[src/rtl/nv_nvdla_csb_master_pkg.sv]
// nv_nvdla_csb_master_pkg: shared constants and response layout for the CSB master csb2falcon FIFO
// Response payload: {is_write_ack, error, rdat[31:0]}.
package nv_nvdla_csb_master_pkg;
  localparam int CSB2FALCON_DEPTH     = 4;
  localparam int CSB2FALCON_WIDTH     = 34;
  localparam int CSB2FALCON_AW        = 2;
  localparam int RSP_RDAT_LSB         = 0;
  localparam int RSP_RDAT_MSB         = 31;
  localparam int RSP_ERROR_BIT        = 32;
  localparam int RSP_IS_WRITE_ACK_BIT = 33;
  typedef logic [CSB2FALCON_WIDTH-1:0] csb2falcon_rsp_t;
endpackage

[src/rtl/nv_nvdla_csb_master_csb2falcon_fifo_flopram_4x34.sv]
// nv_nvdla_csb_master_csb2falcon_fifo_flopram_4x34: flop RAM, synchronous write, combinational read
// Ports: clk; we/wa/di write port (no input register); ra address, dout read data.
module nv_nvdla_csb_master_csb2falcon_fifo_flopram_4x34
  import nv_nvdla_csb_master_pkg::*;
#(
  parameter int DEPTH = CSB2FALCON_DEPTH,
  parameter int WIDTH = CSB2FALCON_WIDTH,
  parameter int AW    = CSB2FALCON_AW
) (
  input  logic             clk,
  input  logic             we,
  input  logic [AW-1:0]    wa,
  input  logic [WIDTH-1:0] di,
  input  logic [AW-1:0]    ra,
  output logic [WIDTH-1:0] dout
);
  logic [WIDTH-1:0] mem [DEPTH];
  always_ff @(posedge clk) if (we) mem[wa] <= di;
  assign dout = mem[ra];
endmodule

[src/rtl/nv_nvdla_csb_master_csb2falcon_fifo.sv]
// nv_nvdla_csb_master_csb2falcon_fifo: 4x34 valid/ready response FIFO, CSB side to falcon side
// Ports: clk, reset_ (async active-low); wr_req/wr_ready/wr_data producer side;
// rd_req/rd_ready/rd_data consumer side (rd_data is a combinational head read);
// pwrbus_ram_pd is ignored. Optional NV_NVDLA_CSB2FALCON_FIFO_STALL_STATS_EN adds
// wr_stall_cnt (saturating stall cycles) and max_count (occupancy high-watermark).
module nv_nvdla_csb_master_csb2falcon_fifo
  import nv_nvdla_csb_master_pkg::*;
#(
  parameter int DEPTH = CSB2FALCON_DEPTH,
  parameter int WIDTH = CSB2FALCON_WIDTH,
  parameter int AW    = CSB2FALCON_AW
) (
  input  logic             clk,
  input  logic             reset_,
  input  logic             wr_req,
  output logic             wr_ready,
  input  logic [WIDTH-1:0] wr_data,
  output logic             rd_req,
  input  logic             rd_ready,
  output logic [WIDTH-1:0] rd_data,
  input  logic [31:0]      pwrbus_ram_pd
`ifdef NV_NVDLA_CSB2FALCON_FIFO_STALL_STATS_EN
  ,
  output logic [7:0]       wr_stall_cnt,
  output logic [AW:0]      max_count
`endif
);
  localparam int CW = AW + 1;
  logic [AW-1:0] wr_ptr, rd_ptr;
  logic [CW-1:0] count, count_next;
  logic          wr_accept, rd_accept;
  logic          unused_pd;
  assign unused_pd  = ^pwrbus_ram_pd;
  // Registered flags gate acceptance, so count can never leave 0..DEPTH.
  assign wr_accept  = wr_req & wr_ready;
  assign rd_accept  = rd_req & rd_ready;
  assign count_next = count + CW'(wr_accept) - CW'(rd_accept);
  always_ff @(posedge clk or negedge reset_) begin
    if (!reset_) begin
      wr_ptr   <= '0;
      rd_ptr   <= '0;
      count    <= '0;
      wr_ready <= 1'b1;
      rd_req   <= 1'b0;
    end else begin
      if (wr_accept) wr_ptr <= wr_ptr + AW'(1);
      if (rd_accept) rd_ptr <= rd_ptr + AW'(1);
      count    <= count_next;
      rd_req   <= count_next != '0;
      wr_ready <= count_next != CW'(DEPTH);
    end
  end
  nv_nvdla_csb_master_csb2falcon_fifo_flopram_4x34 #(
    .DEPTH(DEPTH),
    .WIDTH(WIDTH),
    .AW   (AW)
  ) u_ram (
    .clk (clk),
    .we  (wr_accept),
    .wa  (wr_ptr),
    .di  (wr_data),
    .ra  (rd_ptr),
    .dout(rd_data)
  );
`ifdef NV_NVDLA_CSB2FALCON_FIFO_STALL_STATS_EN
  always_ff @(posedge clk or negedge reset_) begin
    if (!reset_) begin
      wr_stall_cnt <= '0;
      max_count    <= '0;
    end else begin
      if (wr_req && !wr_ready && wr_stall_cnt != 8'hff) wr_stall_cnt <= wr_stall_cnt + 8'd1;
      max_count <= (count_next > max_count) ? count_next : max_count;
    end
  end
`endif
endmodule

[config.mk]
export PLATFORM = sky130hd
export DESIGN_NAME = nv_nvdla_csb_master_csb2falcon_fifo
export DESIGN_NICKNAME = d
export VERILOG_FILES = /design/src/rtl/nv_nvdla_csb_master_pkg.sv /design/src/rtl/nv_nvdla_csb_master_csb2falcon_fifo_flopram_4x34.sv /design/src/rtl/nv_nvdla_csb_master_csb2falcon_fifo.sv
export SDC_FILE = /design/constraint.sdc
export NUM_CORES = 1
export LEC_CHECK = 0
export ABC_AREA = 1
export CORE_ASPECT_RATIO = 0.8
export CORE_UTILIZATION = 49
export CTS_CLUSTER_DIAMETER = 100
export DETAILED_ROUTE_END_ITERATION = 10
export PLACE_DENSITY = 0.75
export SLEW_MARGIN = 20
export SYNTH_ARGS = -nofsm -noshare
export SYNTH_HDL_FRONTEND = slang
export SYNTH_SLANG_ARGS = --single-unit
[constraint.sdc]
create_clock -name clk -period 6 [get_ports clk]
set_clock_uncertainty 0.05 [all_clocks]
set_input_delay 1.2 -clock clk [delete_from_list [all_inputs] [get_ports clk]]
set_output_delay 1.2 -clock clk [all_outputs]
set_load 0.05 [all_outputs]
==> metrics.txt <==
top cell type's share of synthesized area=68.8%; pins over their slew limit=0; CP endpoint kind=output port; Post-Syn Nets=525; critical path type=flip-flop to output port; Worst-Margin Slew=0.911 ns; CTS Buf Count=17; setup violators final=0; WHS=0.462 ns; Avg Cell Area, Syn=13.3 um2; Max Cap Viol=0; grt ovf=0; Row Count=35; Hold Crit Class=flip-flop to flip-flop; Die Wd=125 um; WL final=10,400 um; power after layout=4.21 mW; chip height=100 um; CTS tree=built; post-cts hold buffer count=0; CTS Root Cell=clkbuf_16; Reg2Reg Setup Slack=3.65 ns; core area=0.0116 mm2; post-route setup TNS=0 ns; area leader, netlist=edfxtp_1; Post-CTS Setup Repair Bufs=0; final hold viol count=0; Yosys Warn Count=0; main area contributors after synthesis=edfxtp_1, o211ai_1, nand2_1; count of cell types in the netlist=18; clock latency on the worst-skew pair=0.42 ns; Sequential cell area=0.00431 mm2; clk buf depth=2; Wirelength per Cell=15.1 um; clock transition at the registers of the reported paths=0.05 ns; fin crit share=65.0%; share of cells above drive strength 1=7.28%; Diodes inserted=0; CP peak stage delay=0.80 ns; drt first pass iters=7; dpl hpwl=5780 um; crit path max-delay cell type=clkdlybuf4s50_1; first-pass GRT wire length=16,700 um; synthesized flop and latch total=145; area of the multi-input gates=0.00111 mm2; Starting DRT DRC Count=232; die area=0.0126 mm2; clock share of power=24.4%; Slew HR=39.3%; post_cts resized=0; synthesized cell area=0.00594 mm2; PwrDens=577 mW/mm2; P_int=2.51 mW; cell count after synthesis=448; unrepaired setup endpoints after global routing=no; DR vias/cell=5.01; Comb pwr share=42.8%; Reg2Reg Depth=7; # fillers=868; vias=3,425; Worst Path Max Fanout=137; crit start category=flip-flop; largest net degree at the start of global routing=138; Leak=2.81 nW; status=finished clean; total track usage=18.0%; I/O Pins=106; WHS Path Cells=1; Remaining DRCs=0; PortBufs=73; nets=600; vias in the first global route=3,379; CP Cell Sequence=inv_6, o211ai_1, nand2_1, clkdlybuf4s50_1; maximum clock frequency=256 MHz; H-tree depth=4; clk sinks=145; peak supply drop=0.000464 V; Req. time, crit path=4.75 ns; Sw Pwr=1.69 mW; min Tclk post-route=3.90 ns; Seq/Total Area, Yosys=72.6%; Initial Utilization=51.0%; GP Congestion=0.746; CP arrival=2.65 ns; antenna violations before repair=0; Sw Ratio=40.3%; area grow syn2layout=22.8%; antenna viol nets, final=0; register share of total power=32.8%
-- flip-flops by register name, indices dropped and copies added (netlist names) --
register,cells
u_ram.mem,136
count,3
rd_ptr,2
wr_ptr,2
rd_req,1
wr_ready,1
-- synth_stat cells (all sizes together) --
master,number
clkbuf,6
nor2,9
buf,16
o211ai,68
dfrtp,8
a21oi,1
edfxtp,136
fa,1
nand2,110
ha,6
dfstp,1
xor2,2
inv,81
nand3,2
clkinv,1
-- per-layer routing --
layer | wire length, um | GRT usage, %
met1 | 4750 | 22.3
met2 | 4970 | 29.6
met3 | 497 | 5.31
met4 | 131 | 8.44
met5 | 0 | 0
-- stage by stage --
| stage | std cells | cell area (um2) | worst slack [ns] | util [%] |
|---|---|---|---|---|
| final | 684 | 7290 | 2.10 | 62.6 |
| after global routing | 684 | 7290 | 1.96 | 62.6 |
| after CTS | 684 | 7290 | 1.85 | 62.6 |
| after detailed placement | 652 | 6710 | 2.31 | 57.6 |
| after global placement | 651 | 6680 | 2.39 | 57.4 |
| after floorplan | 448 | 5940 | 2.70 | - |
-- worst paths after layout --
kind,to,startpoint
setup reg to reg,rd_req$_DFF_PN0_,wr_ready$_DFF_PN1_
hold reg to reg,count[0]$_DFF_PN0_,count[0]$_DFF_PN0_
min in group asynchronous,count[1]$_DFF_PN0_,reset_
hold / removal,count[0]$_DFF_PN0_,count[0]$_DFF_PN0_
setup / recovery,rd_data[11],rd_ptr[0]$_DFFE_PN0P_
max in group asynchronous,wr_ready$_DFF_PN1_,reset_
-- cells in the final DEF, fill, tap and decap left out, drive strengths merged --
cell,count
edfxtp,136
nand2,110
inv,81
clkdlybuf4s50,73
o211ai,68
clkbuf,20
nor2,9
dfrtp,8
clkinv,8
ha,6
buf,5
bufinv,3
nand3,2
xor2,2
clkinvlp,2
a21oi,1
fa,1
dfstp,1
-- power groups by stage --
stage               combinational (mW)  clock [mW]  sequential [mW]
floorplan                         1.34           0             1.40
global placement                  1.78           0             1.39
detailed placement                1.82           0             1.40
CTS                               1.82        1.04             1.38
global route                      1.93        1.08             1.39
finish                            1.80        1.03             1.38
-- area by class of cell --
type / count / share of cell area (%)
Clock buffer: 20 / 5.99
Clock inverter: 12 / 1.94
Inverter: 82 / 4.31
Multi-Input combinational cell: 199 / 15.3
Sequential cell: 145 / 59.1
Tap cell: 148 / 2.54
Timing Repair Buffer: 78 / 10.8
-- cells by family (layout without fill, tap and decap cells) --
kind of cell | after synthesis | in the layout | share of synthesized area, %
xor gates and xnor gates | 2 | 2 | 0.295
AOI/OAI and AO/OA | 69 | 69 | 8.68
adders and majority gates | 7 | 7 | 1.60
buffers and inverters | 104 | 192 | 9.13
DFF | 145 | 145 | 72.6
and+or+nand+nor | 121 | 121 | 7.69
-- critical path, delay by kind of cell (launching register included) --
| family | cells | cell delay, ns |
|---|---|---|
| AO/OA/AOI/OAI | 1 | 0.16 |
| flip-flops | 1 | 0.42 |
| buffers and inverters | 2 | 1.41 |
| AND/OR/NAND/NOR | 1 | 0.13 |
Power figures use the tool's default switching activity.
